==> src/rtl/pipeline_scoreboard_if.sv <==
// Decode-stage issue/operand bus and the hazard scoreboard's stall/forward/status outputs.
// master = decode logic driving issue and sources; slave = the scoreboard itself.
interface pipeline_scoreboard_if #(
    parameter int NREG  = 16,
    parameter int DEPTH = 3,
    parameter int CNT_W = 16
);
    localparam int RW = $clog2(NREG);
    localparam int AW = $clog2(DEPTH + 1);

    logic             iss_valid;
    logic             iss_wen;
    logic [RW-1:0]    iss_dst;
    logic [AW-1:0]    iss_lat;
    logic [RW-1:0]    src1;
    logic [RW-1:0]    src2;
    logic             src1_used;
    logic             src2_used;
    logic             flush;
    logic             stall;
    logic [AW-1:0]    fwd1;
    logic [AW-1:0]    fwd2;
    logic [NREG-1:0]  busy_vec;
    logic [CNT_W-1:0] stall_cycles;

    modport master (
        output iss_valid, iss_wen, iss_dst, iss_lat,
        output src1, src2, src1_used, src2_used, flush,
        input  stall, fwd1, fwd2, busy_vec, stall_cycles
    );

    modport slave (
        input  iss_valid, iss_wen, iss_dst, iss_lat,
        input  src1, src2, src1_used, src2_used, flush,
        output stall, fwd1, fwd2, busy_vec, stall_cycles
    );
endinterface

==> src/rtl/pipeline_scoreboard.sv <==
// Decode hazard scoreboard: per-register in-flight write tracking, load-use stall, forward-age select.
// Latency: outputs combinational from state; issue visible at age 1 next cycle. Backpressure: stall holds decode.
module pipeline_scoreboard #(
    parameter int NREG       = 16,
    parameter int DEPTH      = 3,
    parameter int MAX_LAT    = 3,
    parameter int KILL_DEPTH = 1,
    parameter int CNT_W      = 16
) (
    input  logic                 clk,
    input  logic                 rst,
    pipeline_scoreboard_if.slave sb
);
    localparam int RW = $clog2(NREG);
    localparam int AW = $clog2(DEPTH + 1);

    logic [NREG-1:0]  busy_q;
    logic [AW-1:0]    age_q [NREG];
    logic [AW-1:0]    lat_q [NREG];
    logic [CNT_W-1:0] stall_cnt_q;

    logic          hit1, hit2, wait1, wait2;
    logic          accept;
    logic [AW-1:0] lat_in;

    // A hit whose producer has not reached its result latency cannot be forwarded yet.
    always_comb begin
        hit1  = sb.src1_used && (sb.src1 != '0) && busy_q[sb.src1];
        hit2  = sb.src2_used && (sb.src2 != '0) && busy_q[sb.src2];
        wait1 = hit1 && (age_q[sb.src1] < lat_q[sb.src1]);
        wait2 = hit2 && (age_q[sb.src2] < lat_q[sb.src2]);
    end

    assign sb.stall        = (wait1 || wait2) && !sb.flush;
    assign sb.fwd1         = (hit1 && !wait1) ? age_q[sb.src1] : '0;
    assign sb.fwd2         = (hit2 && !wait2) ? age_q[sb.src2] : '0;
    assign sb.busy_vec     = busy_q;
    assign sb.stall_cycles = stall_cnt_q;

    assign accept = sb.iss_valid && !sb.stall && !sb.flush && !rst;

    always_comb begin
        lat_in = sb.iss_lat;
        if (sb.iss_lat == '0)
            lat_in = AW'(1);
        else if (sb.iss_lat > AW'(MAX_LAT))
            lat_in = AW'(MAX_LAT);
    end

    always_ff @(posedge clk) begin
        if (rst) begin
            busy_q      <= '0;
            stall_cnt_q <= '0;
            for (int i = 0; i < NREG; i++) begin
                age_q[i] <= '0;
                lat_q[i] <= '0;
            end
        end else begin
            busy_q[0] <= 1'b0;
            for (int i = 1; i < NREG; i++) begin
                if (busy_q[i]) begin
                    if ((sb.flush && (age_q[i] <= AW'(KILL_DEPTH))) || (age_q[i] == AW'(DEPTH))) begin
                        busy_q[i] <= 1'b0;
                        age_q[i]  <= '0;
                        lat_q[i]  <= '0;
                    end else begin
                        age_q[i] <= age_q[i] + AW'(1);
                    end
                end
                // Youngest producer overwrites whatever the older write was doing this cycle.
                if (accept && sb.iss_wen && (sb.iss_dst == RW'(i))) begin
                    busy_q[i] <= 1'b1;
                    age_q[i]  <= AW'(1);
                    lat_q[i]  <= lat_in;
                end
            end
            if (sb.iss_valid && sb.stall && (stall_cnt_q != '1))
                stall_cnt_q <= stall_cnt_q + CNT_W'(1);
        end
    end

    lat_legal: assert property (@(posedge clk) disable iff (rst)
        (sb.iss_valid && sb.iss_wen && !sb.flush) |-> ((sb.iss_lat != '0) && (sb.iss_lat <= AW'(MAX_LAT))));
endmodule
==> src/flat_wrapper.sv <==
// flat-port wrapper written by rule: the top's interface ports become plain ports
module pipeline_scoreboard_flat 
#(
    parameter int NREG       = 16,
    parameter int DEPTH      = 3,
    parameter int MAX_LAT    = 3,
    parameter int KILL_DEPTH = 1,
    parameter int CNT_W      = 16
)
  (clk, rst, sb_iss_valid, sb_iss_wen, sb_iss_dst, sb_iss_lat, sb_src1, sb_src2, sb_src1_used, sb_src2_used, sb_flush, sb_stall, sb_fwd1, sb_fwd2, sb_busy_vec, sb_stall_cycles);
  pipeline_scoreboard_if #(.NREG(NREG), .DEPTH(DEPTH), .CNT_W(CNT_W)) sb_i ();
  input  logic clk;
  input  logic rst;
  input wire logic [$bits(sb_i.iss_valid)-1:0] sb_iss_valid;
  input wire logic [$bits(sb_i.iss_wen)-1:0] sb_iss_wen;
  input wire logic [$bits(sb_i.iss_dst)-1:0] sb_iss_dst;
  input wire logic [$bits(sb_i.iss_lat)-1:0] sb_iss_lat;
  input wire logic [$bits(sb_i.src1)-1:0] sb_src1;
  input wire logic [$bits(sb_i.src2)-1:0] sb_src2;
  input wire logic [$bits(sb_i.src1_used)-1:0] sb_src1_used;
  input wire logic [$bits(sb_i.src2_used)-1:0] sb_src2_used;
  input wire logic [$bits(sb_i.flush)-1:0] sb_flush;
  output wire logic [$bits(sb_i.stall)-1:0] sb_stall;
  output wire logic [$bits(sb_i.fwd1)-1:0] sb_fwd1;
  output wire logic [$bits(sb_i.fwd2)-1:0] sb_fwd2;
  output wire logic [$bits(sb_i.busy_vec)-1:0] sb_busy_vec;
  output wire logic [$bits(sb_i.stall_cycles)-1:0] sb_stall_cycles;
  assign sb_i.iss_valid = sb_iss_valid;
  assign sb_i.iss_wen = sb_iss_wen;
  assign sb_i.iss_dst = sb_iss_dst;
  assign sb_i.iss_lat = sb_iss_lat;
  assign sb_i.src1 = sb_src1;
  assign sb_i.src2 = sb_src2;
  assign sb_i.src1_used = sb_src1_used;
  assign sb_i.src2_used = sb_src2_used;
  assign sb_i.flush = sb_flush;
  assign sb_stall = sb_i.stall;
  assign sb_fwd1 = sb_i.fwd1;
  assign sb_fwd2 = sb_i.fwd2;
  assign sb_busy_vec = sb_i.busy_vec;
  assign sb_stall_cycles = sb_i.stall_cycles;
  pipeline_scoreboard #(.NREG(NREG), .DEPTH(DEPTH), .MAX_LAT(MAX_LAT), .KILL_DEPTH(KILL_DEPTH), .CNT_W(CNT_W)) u_core (.clk(clk), .rst(rst), .sb(sb_i));
endmodule
==> config.mk <==
export PLATFORM = sky130hd
export DESIGN_NAME = pipeline_scoreboard_flat
export DESIGN_NICKNAME = d
export VERILOG_FILES = /design/src/rtl/pipeline_scoreboard_if.sv /design/src/rtl/pipeline_scoreboard.sv /design/src/flat_wrapper.sv
export SDC_FILE = /design/constraint.sdc
export NUM_CORES = 1
export LEC_CHECK = 0
export ABC_AREA = 1
export BUFFER_PORTS_ARGS = -buffer_cell sky130_fd_sc_hd__clkbuf_2
export CAP_MARGIN = 10
export CORE_MARGIN = 4
export CORE_UTILIZATION = 40
export CTS_CLUSTER_SIZE = 8
export DETAILED_ROUTE_END_ITERATION = 8
export GPL_TIMING_DRIVEN = 0
export PLACE_DENSITY = 0.6
export SLEW_MARGIN = 20
export SYNTH_ARGS = -nofsm -noshare
export SYNTH_HDL_FRONTEND = slang
export SYNTH_SLANG_ARGS = --single-unit
==> constraint.sdc <==
create_clock -name clk -period 3.5 [get_ports clk]
set_input_delay 0.525 -clock clk [delete_from_list [all_inputs] [get_ports clk]]
set_output_delay 0.525 -clock clk [all_outputs]
set_load 0.05 [all_outputs]
==> Yosys cells after proc, flatten, opt, wreduce, memory -nomap -nowiden <==
Memory sizes are Yosys's and may differ from the RTL's.
Index checks and enable logic that the tools add are counted.
{ "word_totals": {"regBits": 32, "latch_bits": 0, "ram_bits": 64, "romBits": 0, "input_bits": 21, "wordCells": 481, "n_memories": 2} }
{ "op_classes": {"n_addsub": 16, "n_mul": 0, "div_mod_pow": 0, "magnitude_cmp": 20, "n_eq_ne": 31, "n_shift": 0, "muxes": 265, "bitwise_logic": 75, "reduce_logical": 69} }
{ "mem_list": {"columns": ["memory", "words", "word_bits", "read_ports", "rd_clocked_by_memory_dff", "write_ports", "line", "rtl"], "rows": [
  ["u_core.age_q", 16, 2, 17, 0, 16, "pipeline_scoreboard.sv:18", "logic [AW-1:0] age_q [NREG];"],
  ["u_core.lat_q", 16, 2, 2, 0, 16, "pipeline_scoreboard.sv:19", "logic [AW-1:0] lat_q [NREG];"]
]} }
{ "ops": {"columns": ["op", "n"], "rows": [
  ["2-to-1 mux 1 bit", 184],
  ["2-to-1 mux 2 bit", 79],
  ["OR 1 bit", 75],
  ["logical AND 1 bit", 45],
  ["equality test 4 bit (second input constant)", 8],
  ["adder 2 x 1 -> 2 bit (second input constant)", 15],
  ["equality test 2 bit (second input constant)", 15],
  ["<= comparator 2 x 1 -> 1 bit (second input constant)", 15],
  ["adder 16 x 1 -> 16 bit (second input constant)", 1],
  ["equality test 4 x 3 -> 1 bit (second input constant)", 4],
  ["logical OR 1 bit", 16],
  ["inequality test 16 bit (second input constant)", 1],
  ["< comparator 4 x 5 -> 1 bit (second input constant)", 2],
  ["binary-select mux 1 bit (select 4 bit)", 2],
  ["equality test 4 x 2 -> 1 bit (second input constant)", 2],
  ["nonzero test 4 bit", 2],
  ["logical NOT 1 bit", 5],
  ["equality test 4 x 1 -> 1 bit (second input constant)", 1],
  ["< comparator 2 bit", 2],
  ["> comparator 2 bit (second input constant)", 1],
  ["logical NOT 2 bit", 1]
]} }

==> Depth between registers and ports, before layout <==
{ "depth": {"depth_word": 16, "mapped_depth": 19} }

==> Worst setup path before layout <==
OpenSTA, ideal clock, no wires.
{ "synth_timing": {"path_kind": "input to output", "start": "input sb_src1[0]", "end": "output sb_fwd1[1]", "arrival_time_ns": 2.923, "required_ns": 2.975, "setup_slack_ns": 0.052, "path_stages": 13, "n_path_buf": 4, "cell_sequence": "buf_4 buf_6 clkbuf_1 clkbuf_1 a21oi_1 o21ai_0 o21ai_0 a221oi_1 ha_1 inv_1 nand2_1 nand2_1 a21oi_1"} }
{ "synth_between": {"elab_chain_len": 7} }
{ "synth_lines": {"columns": ["item", "line", "rtl"], "rows": [
  ["start, declared", "flat_wrapper.sv:18", "input wire logic [$bits(sb_i.src1)-1:0] sb_src1;"],
  ["branches (longest 6 deep; another with memory (16 x 2 bit))", null, null],
  ["2-to-1 mux 2 bit *", "pipeline_scoreboard.sv:35", "assign sb.fwd1 = (hit1 && !wait1) ? age_q[sb.src1] : '0;"],
  ["end, declared", "flat_wrapper.sv:24", "output wire logic [$bits(sb_i.fwd1)-1:0] sb_fwd1;"]
]} }
Every way passes the cells marked *. The select of a mux whose other input is x is not followed.

==> Worst setup path after layout <==
{ "layout_timing": {"start": "input sb_src1[0]", "end": "output sb_stall"} }
{ "layout_between": {"elab_chain_len": 6} }
{ "layout_lines": {"columns": ["item", "line", "rtl"], "rows": [
  ["branches (longest 3 deep; another with memory (16 x 2 bit))", null, null],
  ["logical AND 1 bit *", "pipeline_scoreboard.sv:30", "wait1 = hit1 && (age_q[sb.src1] < lat_q[sb.src1]);"],
  ["logical OR 1 bit *", "pipeline_scoreboard.sv:34", "assign sb.stall = (wait1 || wait2) && !sb.flush;"],
  ["logical AND 1 bit *", "pipeline_scoreboard.sv:34", null],
  ["end, declared", "flat_wrapper.sv:23", "output wire logic [$bits(sb_i.stall)-1:0] sb_stall;"]
]} }
Marked as above.

==> flow_summary_export.csv <==
group,metric,value,unit
finish,antennaDiodeCount,0,
sta,max_freq,297,MHz
logic_synthesis,synth_edf_count,60,
logic_synthesis,ys.flop_type,"edfxtp_1",
routing,wl_per_cell,17.9,um
global_routing,grt_util_met2,36.6,%
clock_network,clockRootBuffer,"clkbuf_16",
pwr,p_clk_share,40.0,%
floorplan,dieArea,17000,um^2
global_routing,grt_max_degree,20,
finish,fin_area,6850,um^2
global_routing,met3_usage,4.31,%
place,io_buffers,51,
logic_synthesis,ys_types,46,
floorplan,io_pins,58,
routing,num_vias,5849,
worst_hold_path,min_from,"u_core.sb.stall_cycles[5]",
critical_path,slowest_stage,"a32oi_1",
routing,drc,0,
pwr,switching_share,28.3,%
pwr,p_per_area,382,nW/um^2
sta,worstMarginPinSlew,0.837,ns
sta,rsz0062_at_grt,"false",
sta,tns,0,ns
global_routing,grt_busiest_layer,"met2",
logic_synthesis,yosys_warnings,0,
critical_path,path_delay_family,"buffers and inverters",
critical_path,crit_chain,"clkbuf_2 > buf_6 > buf_12 > buf_4 > a32oi_1 > o21ai_0 > nand2_1 > nand2_1 > ha_1 > nand2_1 > nand3_4 > nand2_4 > nand2_1 > inv_1 > buf_4",
floorplan,fp.dieH,130,um
place,gp_congestion,1.00,
critical_path,cp_data_required_time,2.97,ns
clock_network,clock-sinks,91,
logic_synthesis,synth_area,5990,um^2
routing,drtPass1Iterations,6,
critical_path,r2r_cells,15,
critical_path,critical_path.startpoint,"sb_src1[0]",
critical_path,path_max_fanout,19,
logic_synthesis,synth-seq-cells,91,
global_routing,antenna_found_initial,0,
critical_path,endpoint_kind,"output pin",
logic_synthesis,syn_nets,873,
clock_network,insertion_delay,0.36,ns
job,drv_cap,0,
sta,maxSlewViolCount,0,
worst_hold_path,hold_path_depth,2,
status,outcome,"finished clean",
pwr,seqPwrFrac,45.5,%
finish,nNetsFinal,932,
global_routing,met1_usage,33.2,%
pwr,p_int,0.00188,W
sta,maxSlewHeadroom,44.2,%
floorplan,die_x,130,um
global_routing,gr-usage-all-layers,23.7,%
pwr,power.leakage,2.99,nW
pwr,netSwitchingPower,0.000740,W
finish,drive_gt1_share,14.2,%
critical_path,critPathBufInv,6,
critical_path,path_class,"primary input to output pin",
finish,nFillCells,1494,
clock_network,clkTransAtPathRegs,0.07,ns
sta,period_minus_slack,3.36,ns
logic_synthesis,synthArstFlopShare,0,%
finish,final_util,47.0,%
pwr,p_comb_share,14.5,%
critical_path,start_kind,"primary input",
logic_synthesis,yosysSeqAreaShare,40.4,%
clock_network,cts_inserted_buffers,9,
pwr,p_total,0.00262,W
logic_synthesis,syn_inst,849,
sta,timing.final.crit_share,96.1,%
clock_network,cts_buffer_depth,2,
global_routing,grt_overflow,0,
worst_hold_path,whs_endpoint,"u_core.sb.stall_cycles[5]",
critical_path,r2r_start,"u_core.age_q[3][1]",
global_routing,grt_pass1_wl,29900,um
routing,drt_wl_total,19700,um
pwr,peakVddDrop,231,uV
finish,areaGrowthSynthToFinish,14.3,%
place,dp_hpwl,14900,um
critical_path,cpMostUsedCell,"nand2_1",
sta,finalClockSkew,0.0105,ns
floorplan,coreArea,14600,um^2
place,pre_cts_slack,-0.796,ns
clock_network,htreeDepth,3,
floorplan,rows,44,
routing,drt_iter0_markers,664,
sta,finalSetupViolCount,0,
global_routing,grt_pass1_vias,5348,
worst_hold_path,hold_path_class,"register to register",
critical_path,rrSetupSlack,0.48,ns
routing,ant_nets,0,
sta,final-hold-violation-count,0,
logic_synthesis,syn_avg_cell_area,7.06,um^2
floorplan,initial_core_util,41.1,%
clock_network,ctsHoldBuffers,0,
routing,via_per_inst,5.33,
sta,setup_slack,0.135,ns
critical_path,regToRegEndpoint,"u_core.lat_q[15][1]",
clock_network,cts_tree,"done",
critical_path,crit_arrival,2.84,ns
critical_path,cp_slowest_stage_delay,0.36,ns
place,placed_cell_area,6480,um^2
[cell usage after synthesis (5+ instances only)]
library cell,n,area [um^2]
a21oi_1,52,260
a21oi_2,10,87.6
buf_2,10,50.1
buf_4,5,37.5
clkbuf_1,12,45.0
dfxtp_1,31,621
edfxtp_1,60,1800
inv_1,102,383
inv_2,10,37.5
nand2_1,217,815
nand3_1,78,390
nand3b_1,6,45.0
nor2_1,108,405
nor2_2,5,31.3
nor3_1,18,90.1
o211ai_1,8,60.1
o21ai_0,53,265
xor2_1,12,105
[tightest hold or removal path, cell delays in order (launching register included)]
cell and delay, ns:
dfxtp_1 0.32, nand2_1 0.08, a21oi_2 0.05
[final cells by class]
class / count / area, um^2 / area share [%]
Inverter: 114 / 434 / 6.34
Sequential cell: 91 / 2420 / 35.4
Multi-Input combinational cell: 611 / 2960 / 43.2
Tap cell: 184 / 230 / 3.36
Clock buffer: 12 / 289 / 4.22
Buffer: 29 / 203 / 2.96
Clock inverter: 4 / 32.5 / 0.475
Timing Repair Buffer: 52 / 278 / 4.05
[placed cells by master (no fill, tap or decap), drive strengths merged, types with 5 or more instances in the layout]
cell	n
nand2	220
nor2	116
inv	115
nand3	83
clkbuf	69
a21oi	62
edfxtp	60
o21ai	55
dfxtp	31
buf	23
nor3	18
xor2	12
o211ai	8
nand3b	6
nand4	5
[flip-flops by register name, summed over array words and instances, names as in the netlist]
register / count
u_core.age_q: 30
u_core.sb.stall_cycles: 16
u_core.sb.busy_vec: 15
u_core.lat_q: 30
[what timing repair did]
| action | CTS | global route |
|---|---|---|
| pin swaps | 1 | 0 |
| gates resized for setup | 7 | 11 |
| endpoints found under the setup margin | 136 | 2 |
| setup buffers | 0 | 1 |
[logic make-up after synthesis]
| kind of cell | after synthesis | synth area share [%] |
|---|---|---|
| other | 1 | 0.0626 |
| AO/OA/AOI/OAI | 138 | 13.2 |
| XOR/XNOR | 14 | 2.05 |
| AND/OR/NAND/NOR | 455 | 33.2 |
| flip-flops | 91 | 40.4 |
| buffers and inverters | 147 | 10.4 |
| adder cells (fa/ha/maj) | 3 | 0.627 |
[worst max-delay path by stage]
| stage | endpoint | slack [ns] | depth (start not counted) |
|---|---|---|---|
| floorplan | sb_fwd1[1] | 0.05 | 13 |
| CTS | sb_stall | 0.03 | 15 |
| global route | sb_stall | 0.01 | 14 |
| detailed placement | u_core.lat_q[15][0] | -0.80 | 18 |
| finish | sb_stall | 0.14 | 15 |
| global placement | u_core.age_q[11][0] | -0.80 | 18 |
[metrics by stage]
step,cells,hold WS [ns]
3_3_place_gp,1084,0.481
5_1_grt,1097,0.524
3_5_place_dp,1084,0.479
2_1_floorplan,849,0.584
6_report,1097,0.494
4_1_cts,1096,0.492
[routing by layer]
layer / vias to the layer above / wire length, um / part of all wire [%]
li1: 2903 / - / -
met1: 2714 / 9020 / 46
met2: 201 / 8910 / 45
met3: 31 / 1220 / 6.2
met4: 0 / 518 / 2.6
met5: - / 0 / 0
[power by group through the flow]
stage / combinational (W) / clock [W] / sequential, W
2_1_floorplan: 0.000244 / 0 / 0.00121
3_3_place_gp: 0.000362 / 0 / 0.00122
3_5_place_dp: 0.000362 / 0 / 0.00122
4_1_cts: 0.000363 / 0.00107 / 0.00119
5_1_grt: 0.000413 / 0.00110 / 0.00120
6_report: 0.000378 / 0.00105 / 0.00119
Note: power is estimated with default switching activity, not from simulation.
